<file path="config.mk">
export PLATFORM = sky130hd
export DESIGN_NAME = drag_object_ctl
export DESIGN_NICKNAME = d
export VERILOG_FILES = /design/src/rtl/drag_object_ctl_pkg.sv /design/src/rtl/drag_object_ctl_prio_enc_msb.sv /design/src/rtl/drag_object_ctl.sv
export SDC_FILE = /design/constraint.sdc
export NUM_CORES = 1
export LEC_CHECK = 0
export CAP_MARGIN = 5
export CORE_ASPECT_RATIO = 0.5
export CORE_MARGIN = 10
export CORE_UTILIZATION = 40
export DETAILED_ROUTE_END_ITERATION = 12
export GPL_ROUTABILITY_DRIVEN = 0
export PLACE_DENSITY_LB_ADDON = 0.3
export SLEW_MARGIN = 20
export SYNTH_ARGS = -nofsm -noshare
export SYNTH_HDL_FRONTEND = slang
export SYNTH_SLANG_ARGS = --single-unit
</file>
<file path="constraint.sdc">
create_clock -name pclk -period 7 [get_ports pclk]
set_input_delay 0.7 -clock pclk [delete_from_list [all_inputs] [get_ports pclk]]
set_output_delay 0.7 -clock pclk [all_outputs]
set_load 0.05 [all_outputs]
</file>
<file path="src/rtl/drag_object_ctl_pkg.sv">
// drag_object_ctl_pkg: shared state encoding, widths and screen constants for the drag controller.
package drag_object_ctl_pkg;
  localparam int POS_W = 12;
  localparam int CNT_W = 11;
  localparam int H_ACTIVE = 800;
  localparam int V_ACTIVE = 600;
  localparam logic [2:0] IDLE = 3'd0;
  localparam logic [2:0] SCAN = 3'd1;
  localparam logic [2:0] SELECT = 3'd2;
  localparam logic [2:0] DRAG = 3'd3;
  localparam logic [2:0] WAIT_REL = 3'd4;
endpackage

</file>
<file path="src/rtl/drag_object_ctl_prio_enc_msb.sv">
// prio_enc_msb: index of the highest set bit of a multi-hot vector, plus any-set flag.
module prio_enc_msb #(
  parameter int N = 4
) (
  input  logic [N-1:0] in_i,
  output logic [2:0]   idx_o,
  output logic         valid_o
);
  always_comb begin
    idx_o = '0;
    for (int i = 0; i < N; i++) idx_o = in_i[i] ? 3'(i) : idx_o;
  end
  assign valid_o = |in_i;
endmodule

</file>
<file path="src/rtl/drag_object_ctl.sv">
// drag_object_ctl: grants the mouse to the topmost object under a left-click and drags it once per frame.
module drag_object_ctl
  import drag_object_ctl_pkg::*;
#(
  parameter int         N_OBJ = 4,
  parameter logic [11:0] X_MAX = 12'd736,
  parameter logic [11:0] Y_MAX = 12'd536,
  parameter logic [11:0] X0    = 12'd100,
  parameter logic [11:0] Y0    = 12'd100
) (
  input  logic                   pclk,
  input  logic                   rst,
  input  logic [CNT_W-1:0]       hcount_in,
  input  logic [CNT_W-1:0]       vcount_in,
  input  logic [POS_W-1:0]       xpos_mouse,
  input  logic [POS_W-1:0]       ypos_mouse,
  input  logic                   mouse_left,
  input  logic [N_OBJ-1:0]       obj_hit,
  output logic [POS_W*N_OBJ-1:0] obj_xpos,
  output logic [POS_W*N_OBJ-1:0] obj_ypos,
  output logic [2:0]             sel_id,
  output logic                   sel_valid,
  output logic                   busy
);
  localparam int IW = (N_OBJ > 1) ? $clog2(N_OBJ) : 1;
  logic [2:0] state_q, state_d;
  logic ml_q, seen_tick_q;
  logic [POS_W-1:0] x_lat_q, y_lat_q, off_x_q, off_y_q;
  logic [N_OBJ-1:0] hit_q;
  logic [2:0] sel_q, enc_idx;
  logic enc_valid;
  logic [POS_W-1:0] pos_x_q [N_OBJ];
  logic [POS_W-1:0] pos_y_q [N_OBJ];
  logic press, frame_tick, match;
  logic [POS_W:0] new_x, new_y;
  logic [POS_W-1:0] clamp_x, clamp_y;
  assign press = mouse_left & ~ml_q;
  assign frame_tick = (hcount_in == '0) && (vcount_in == '0);
  assign match = (hcount_in == x_lat_q[CNT_W-1:0]) && (vcount_in == y_lat_q[CNT_W-1:0]);
  prio_enc_msb #(.N(N_OBJ)) u_prio (
    .in_i   (hit_q),
    .idx_o  (enc_idx),
    .valid_o(enc_valid)
  );
  // bit POS_W of the difference is the sign: mouse left of / above the grab offset
  assign new_x = {1'b0, xpos_mouse} - {1'b0, off_x_q};
  assign new_y = {1'b0, ypos_mouse} - {1'b0, off_y_q};
  assign clamp_x = new_x[POS_W] ? '0 : (new_x[POS_W-1:0] > X_MAX ? X_MAX : new_x[POS_W-1:0]);
  assign clamp_y = new_y[POS_W] ? '0 : (new_y[POS_W-1:0] > Y_MAX ? Y_MAX : new_y[POS_W-1:0]);
  always_comb begin
    state_d = state_q;
    case (state_q)
      IDLE:    state_d = press ? SCAN : IDLE;
      SCAN:    state_d = match ? SELECT : ((frame_tick && seen_tick_q) ? WAIT_REL : SCAN);
      SELECT:  state_d = enc_valid ? DRAG : WAIT_REL;
      default: state_d = state_q;
    endcase
    if (state_q != IDLE && !mouse_left) state_d = IDLE;
  end
  always_ff @(posedge pclk) begin
    if (rst) begin
      state_q     <= IDLE;
      ml_q        <= 1'b0;
      seen_tick_q <= 1'b0;
      x_lat_q     <= '0;
      y_lat_q     <= '0;
      off_x_q     <= '0;
      off_y_q     <= '0;
      hit_q       <= '0;
      sel_q       <= '0;
      for (int k = 0; k < N_OBJ; k++) begin
        pos_x_q[k] <= X0 + POS_W'(150 * k);
        pos_y_q[k] <= Y0;
      end
    end else begin
      state_q <= state_d;
      ml_q    <= mouse_left;
      if (state_q == IDLE && press) begin
        x_lat_q     <= xpos_mouse;
        y_lat_q     <= ypos_mouse;
        seen_tick_q <= 1'b0;
        hit_q       <= '0;
      end
      if (state_q == SCAN && match) hit_q <= obj_hit;
      if (state_q == SCAN && !match && frame_tick) seen_tick_q <= 1'b1;
      if (state_q == SELECT && enc_valid) begin
        sel_q   <= enc_idx;
        off_x_q <= x_lat_q - pos_x_q[enc_idx[IW-1:0]];
        off_y_q <= y_lat_q - pos_y_q[enc_idx[IW-1:0]];
      end
      // applied even when the button is released on this very tick
      if (state_q == DRAG && frame_tick) begin
        pos_x_q[sel_q[IW-1:0]] <= clamp_x;
        pos_y_q[sel_q[IW-1:0]] <= clamp_y;
      end
    end
  end
  for (genvar k = 0; k < N_OBJ; k++) begin : g_pack
    assign obj_xpos[POS_W*k +: POS_W] = pos_x_q[k];
    assign obj_ypos[POS_W*k +: POS_W] = pos_y_q[k];
  end
  assign sel_id    = sel_q;
  assign sel_valid = (state_q == DRAG);
  assign busy      = (state_q != IDLE);
endmodule

</file>
### Yosys cells after proc, flatten, opt, wreduce, memory -nomap -nowiden

Memory sizes are Yosys's and may differ from the RTL's.
Cells that the tools add are included.

| storage, ports and cells | value |
|---|---|
| output and inout bits | 101 |
| flip-flop bits (word level) | 60 |
| memory bits (writable) | 96 |
| memories | 2 |

| cells by class | value |
|---|---|
| equality and inequality tests | 5 |
| $lt $le $gt $ge | 2 |
| bitwise operators | 2 |
| multiplexer cells | 27 |
| $add $sub $neg | 4 |
| reduce and logical (&&, ||, !) cells | 23 |

Memories:

| memory | depth | width | read ports | clocked after Yosys merged registers in | wr ports | line | text |
|---|---|---|---|---|---|---|---|
| pos_x_q | 4 | 12 | 5 | 0 | 4 | drag_object_ctl.sv:32 | `logic [POS_W-1:0] pos_x_q [N_OBJ];` |
| pos_y_q | 4 | 12 | 5 | 0 | 4 | drag_object_ctl.sv:33 | `logic [POS_W-1:0] pos_y_q [N_OBJ];` |

Operator list:

| kind | number |
|---|---|
| 2-to-1 mux 12 bit | 6 |
| subtractor 12 x 12 -> 13 bit | 2 |
| > comparator 12 x 10 -> 1 bit, second input constant | 2 |
| OR reduction 12 bit | 2 |
| subtractor 12 bit | 2 |
| == test 11 bit | 2 |
| zero test 11 bit | 2 |
| 2-to-1 mux 3 bit | 5 |
| 2-to-1 mux 1 bit | 11 |
| logical AND 1 bit | 10 |
| one-hot mux 3 bit (3 select lines) | 1 |
| 2-to-1 mux 4 bit | 2 |
| == test 3 x 2 -> 1 bit, second input constant | 2 |
| nonzero test 3 bit | 2 |
| 2-to-1 mux 2 bit | 2 |
| nonzero test 2 bit | 2 |
| OR reduction 4 bit | 1 |
| == test 3 x 1 -> 1 bit, second input constant | 1 |
| zero test 3 bit | 1 |
| zero test 1 bit | 2 |
| OR reduction 2 bit | 1 |
| bitwise AND 1 bit | 1 |
| NOT 1 bit | 1 |

### Depth between registers and ports, before layout

Gate-level depths: netlist of run 1.

| logic depth | value |
|---|---|
| depth after elaboration | 8 |
| depth in mapped cells | 16 |

### Cells and area by module

From an unflattened synthesis of run 1, not the netlist that was laid out.

| unflattened totals | value |
|---|---|
| cell total of the unflattened synthesis | 888 |
| area, all modules | 8899.8 sq um |

Modules (own cells, without submodules):

| module | area each (sq um) | instances | cells an instance |
|---|---|---|---|
| drag_object_ctl | 8864.8 | 1 | 882 |
| prio_enc_msb | 35.0 | 1 | 6 |

### Worst setup path after synthesis of run 1

Ideal clock, no wire load.

| timing path | value |
|---|---|
| path type | input port to flip-flop |
| from | in hcount_in[5] |
| to | mem pos_x_q[3][0] (enable) |
| path slack | 2956 ps |
| stages on the path | 4 |
| path buffers | 0 |
| required time | 6562 ps |
| data arrival time | 3606 ps |
| cell sequence | or4_1 nor4_1 nand2_1 o21ai_0 |

RTL lines:

| element | line | text |
|---|---|---|
| start: declaration | drag_object_ctl.sv:13 | `input logic [CNT_W-1:0] hcount_in,` |
| end: declaration | drag_object_ctl.sv:32 |  |

==> results.md, run 1 <==
- Total GRT Usage: 0.199
- Peak supply drop: 0.164 mV
- Worst Max-Slew Pin Slew: roughly 1100 ps
- Asr flop ratio synth: 0
- Pwr dens: between 200 and 250 nW/um2
- P_leak: 4.03 nW
- # H-tree levels: 4
- F_max: ~250 MHz
- Pin count of the biggest net entering global routing: 57
- WL/cell: 20.7 um
- Setup-failing EPs final: 0
- Final hold vios: 0
- DRT antenna net count: 0
- Clk sinks: 155
- Yosys cell types: 68
- Top FF cell, synth: edfxtp_1
- Num rows: 38
- Starting Density: 0.407
- HP Class: reg2reg
- DIE AREA: 28,700 um2
- Final TNS setup: 0 ps
- Run status: complete, no violations
- Synthesized instance count: 970
- Worst setup EP type: flip-flop
- Synth Area per Inst: ~9 um2
- GRT overflow: 0
- 1st-iter DRT viols: 804
- Vias per cell: 5.40
- CTS root buf: clkbuf_16
- Drt first pass iters: 5
- Routed wire length: 29,700 um
- Post-synthesis register bit count: 155
- Clock Tree Buf Depth: 2
- I/O pins: 154
- Slew HR: 0.287
- CP Launch Type: primary input
- Number of flops mapped to enable cells by yosys: 96
- Mapped Area: 8810 um2
- CP Class: in2reg
- Vias post-DR: 7,761
- Global-route wire length before repair: 44,100 um
- Crit path time final: 4050 ps
- Fin. max-slew vios: 0
- Area delta synth->final: 28.1%
- Final HPWL DP: 22,500 um
- Max Cap Viol: 0
- DIE WIDTH: 230 um
- CTS buffer count: 17
- RSZ-0062 raised after global routing: false
- Core Area: 21,600 um2
- Ys Warns: 0
- Crit-path max FO: 7
- Die Span Y: between 100 and 150 um
- # DRC: 0
- Worst Path Arrival: around 4300 ps
- Post-Route Utilization: 0.522
- Worst Skew: between 10 and 15 ps
- CTS resizes: 0
- CP Data Required Time: 7280 ps
- Vias in the first global route: 7,297
- Number of diodes: 0
- Postcts setup bufs: 0
- Setup WS post-layout: 2950 ps
- TritonCTS clock tree: done
- Clk slew on worst S/H paths: roughly 70 ps
- Post-synthesis sequential area ratio: 0.461
- Initial antenna violation count: 0
- # hold bufs at CTS: 0
- Final Cycle Share: 0.578
- Worst-skew pair later-pin latency: 440 ps
- Layout cell share with drive strength beyond 1: 0.0554
- Nets: 1,227
- Place WS: approximately 2500 ps
- Buffers on Ports: 152
-- cells in the final DEF (no fill, tap or decap), types with 17 or more instances in the layout --
master             n
a21oi_1          108
clkbuf_16         17
clkdlybuf4s50_1  151
conb_1            17
dfxtp_1           59
edfxtp_1          96
ha_1              46
inv_1             59
mux2i_1           22
nand2_1          124
nor2_1           125
o21ai_0           26
xnor2_1           40
-- path summary, 6_finish.rpt --
path	from	end	slack, ps	cells past startpoint
max	xpos_mouse[0]	pos_x_q[2][2]$_SDFFCE_PN0P_	2950	13
min	off_x_q[9]$_SDFFE_PP0P_	off_x_q[9]$_SDFFE_PP0P_	460	2
max reg2reg	hit_q[1]$_SDFFE_PP0P_	off_y_q[10]$_SDFFE_PP0P_	3190	15
min reg2reg	off_x_q[9]$_SDFFE_PP0P_	off_x_q[9]$_SDFFE_PP0P_	460	2
-- state kept, by name (all words and copies together), names as in the netlist --
name / count
hit_q: 4
ml_q: 1
off_x_q: 12
off_y_q: 12
pos_x_q: 48
pos_y_q: 48
seen_tick_q: 1
sel_id: 2
state_q: 3
x_lat_q: 12
y_lat_q: 12
-- worst max-delay path, cell delays in order --
cell             delay, ps
clkdlybuf4s50_1        460
inv_1                   80
ha_1                   170
inv_1                   60
fa_1                   400
a21o_1                 200
a221oi_2               400
o31ai_2                170
or4_1                  410
and3b_1                250
a211oi_2               430
or3b_1                 470
nor2_1                 130
-- through the flow --
stage	power [mW]	instance area [um2]	hold WS [ps]	std cells
after global placement	1.42	10700	441	1405
after CTS	2.38	11300	461	1437
after global routing	2.45	11300	474	1437
after detailed placement	1.43	10700	448	1405
after floorplan	1.28	8870	432	986
final	2.38	11300	457	1437
-- report_power, final --
| part | leakage [nW] | switching, mW | internal [mW] |
|---|---|---|---|
| Combinational | 2.39 | 0.248 | 0.143 |
| Sequential | 1.34 | 0.0263 | 0.999 |
| Clock | 0.294 | 0.400 | 0.564 |
-- synth_stat cells (all sizes together) (8+ instances only) --
master	count	area, um2
nor4	8	50.1
nor2b	14	87.6
a21oi	109	549
clkbuf	35	131
a211oi	17	133
dfxtp	59	1180
nor3	17	85.1
inv	59	221
nand2	127	477
ha	46	576
mux2i	22	220
or2	9	56.3
edfxtp	96	2880
nand4	9	56.3
a31oi	12	75.1
o21ai	28	140
nor2	125	469
a21o	9	67.6
nand3	16	80.1
xor2	8	70.1
o211ai	11	82.6
xnor2	40	350
-- cell type report --
| class | count | area (um2) |
|---|---|---|
| Inverter | 59 | 221 |
| Multi-Input combinational cell | 731 | 4450 |
| Sequential cell | 155 | 4060 |
| Fill cell | 1955 | 10300 |
| Clock inverter | 13 | 165 |
| Timing Repair Buffer | 160 | 1580 |
| Tap cell | 300 | 375 |
| Clock buffer | 19 | 433 |
-- logic make-up after synthesis --
| group | count (synthesis) | share of synthesized area |
|---|---|---|
| muxes | 23 | 0.0263 |
| AOI/OAI and AO/OA | 219 | 0.151 |
| adders and majority gates | 50 | 0.0744 |
| DFF | 155 | 0.461 |
| buffers and inverters | 100 | 0.0430 |
| and+or+nand+nor | 374 | 0.196 |
| xor gates and xnor gates | 48 | 0.0477 |
| other | 1 | 0.000426 |
-- metal layers --
| metal | global-route usage | up-vias | share of wire |
|---|---|---|---|
| met2 | 0.299 | 357 | 0.44 |
| met3 | 0.0614 | 30 | 0.095 |
| met5 | 0 | - | 0 |
| li1 | - | 3716 | - |
| met1 | 0.273 | 3658 | 0.45 |
| met4 | 0.0538 | 0 | 0.014 |
Power figures use the tool's default switching activity.
==> run 2: changes to the inputs <==
clock period = 4.25 ns   (was 7 ns; I/O delays follow)
==> run 2 against run 1 <==
Hold slack got worse by 1.1 ps. Combinational power rose by 64%. Setup slack got worse by 2600 ps. Critical path type is now reg2reg.
==> results.md, run 2 (synthesis gave the netlist of run 1 again) <==
- Global route hottest layer: met2
- CP Class: reg2reg
- TritonCTS clock tree: done
- Area delta synth->final: 29.2%
- CP Data Required Time: 4540 ps
- Overall Power: ~3.8 mW
- HP Class: reg2reg
- Commonest non-fill, non-tap cell in the layout: clkdlybuf4s50_1
- CTS root buf: clkbuf_16
- CP Launch Type: flip-flop
- Nets: 1,246
- Hold Crit Start: off_x_q[6]$_SDFFE_PP0P_
- DIE AREA: approximately 29,000 um2
- Worst setup EP type: flip-flop
- RSZ-0062 raised after global routing: false
- Crit-path max FO: 12
- Crit path from: hit_q[1]$_SDFFE_PP0P_
- Die Span Y: 125 um
- GRT overflow: 0
- Core Area: about 22,000 um2
- Buffers on Ports: 152
- Vias per cell: 5.43
- Pwr dens: approximately 340 nW/um2
- FF-to-FF setup slack: 350 ps
- 1st-iter DRT viols: around 750
- CP bufs+invs: 1
- Fin. max-slew vios: 0
- Final Instance Area: 11,400 um2
- Final TNS setup: 0 ps
- Worst Path Arrival: 4190 ps
- Drt first pass iters: 5
- I/O pins: around 150
- CTS resizes: 0
- Layout cell share with drive strength beyond 1: 0.0650
- Area after DPL: 10,800 um2
- DIE WIDTH: 230 um
- Final Cycle Share: 0.917
- F_max: 257 MHz
- P_leak: 4.10 nW
- Clk sinks: 155
- Worst Max-Slew Pin Slew: 916 ps
- Top flop regs: pos_x_q: 48 flops, pos_y_q: 48 flops
- Starting Density: 0.407
- # hold bufs at CTS: 0
- R2r startpoint: hit_q[1]$_SDFFE_PP0P_
- Final HPWL DP: 23,000 um
- Setup-failing EPs final: 0
- Met1 Usage GRT: 0.280
- Vias post-DR: approximately 7,900
- Crit-path cells: buf_4 -> mux2i_1 -> nor2_1 -> a21oi_1 -> o21ai_0 -> ha_1 -> fa_1 -> nor2b_1 -> o21ai_0 -> a21oi_1 -> o211ai_1 -> a21oi_1 -> or4_1 -> a31oi_1 -> nor2_1
- Run status: complete, no violations
- Total GRT Usage: 0.200
- Number of diodes: 0
- DRT antenna net count: 0
- Worst Skew: about 5 ps
- Worst-skew pair later-pin latency: 430 ps
- Num rows: 38
- Clk slew on worst S/H paths: 60 ps
- Routed wire length: 29,400 um
- CP max stage cell: dfxtp_1
- # H-tree levels: 4
- Initial antenna violation count: 0
- Final hold vios: 0
- Met2 usage: 0.292
- Most frequent cells in the layout: 151 x clkdlybuf4s50_1, 127 x nand2_1, 125 x nor2_1
- CP most frequent cell: a21oi_1
- Pin count of the biggest net entering global routing: 55
- Max Cap Viol: 0
- Postcts setup bufs: 0
- Clock Tree Buf Depth: 2
- Crit-path leading delay family: compound AO/OA/AOI/OAI gates
- Fill count: about 2,000
- Peak supply drop: between 0.2 and 0.3 mV
- Crit path time final: 3900 ps
- Slew HR: 0.383
- Global-route wire length before repair: about 45,000 um
- Vias in the first global route: roughly 7,500
- CTS buffer count: 17
- WL/cell: between 20 and 25 um
- Critical path's largest stage delay: 810 ps
- # DRC: 0
- Met3 Usage GRT: 0.0582
-- run 2: worst reg2reg max path: cells and delay by family (launching register included) --
family / cells / cell delay [ps]
compound gates: 7 / 1390
fa+ha+maj: 2 / 470
buf+inv: 1 / 340
flops: 1 / 810
mux: 1 / 90
simple gates: 4 / 670
-- run 2: power by group --
part / total, mW / leakage, nW / switching [mW] / internal [mW]
Combinational: 0.643 / 2.49 / 0.403 / 0.240
Sequential: 1.69 / 1.34 / 0.0430 / 1.64
Clock: 1.48 / 0.271 / 0.625 / 0.858
Total: 3.81 / 4.10 / 1.07 / 2.74
-- run 2: final cells by class --
class	count	area (um2)	area share
Inverter	59	221	0.0195
Tap cell	300	375	0.0330
Multi-Input combinational cell	731	4440	0.390
Clock inverter	11	123	0.0108
Clock buffer	19	433	0.0380
Timing Repair Buffer	179	1730	0.152
Sequential cell	155	4060	0.357
-- run 2: final timing paths --
check / cells after the start / endpoint
max: 15 / off_x_q[10]$_SDFFE_PP0P_
min: 2 / off_x_q[6]$_SDFFE_PP0P_
max reg2reg: 15 / off_x_q[10]$_SDFFE_PP0P_
min reg2reg: 2 / off_x_q[6]$_SDFFE_PP0P_
-- run 2: stage by stage --
stage / util / hold WS (ps) / worst slack, ps / cells
finish: 0.526 / 455 / 353 / 1454
floorplan: - / 432 / 481 / 986
global placement: 0.501 / 441 / 284 / 1424
global route: 0.526 / 468 / 17.9 / 1454
detailed placement: 0.501 / 445 / 198 / 1424
CTS: 0.526 / 457 / 444 / 1454
-- run 2: metal layers --
metal / vias up / share of wire / wire, um
met5: - / 0 / 0
met4: 0 / 0.022 / 655
met3: 35 / 0.098 / 2870
met2: 344 / 0.43 / 12800
met1: 3745 / 0.45 / 13100
li1: 3765 / - / -
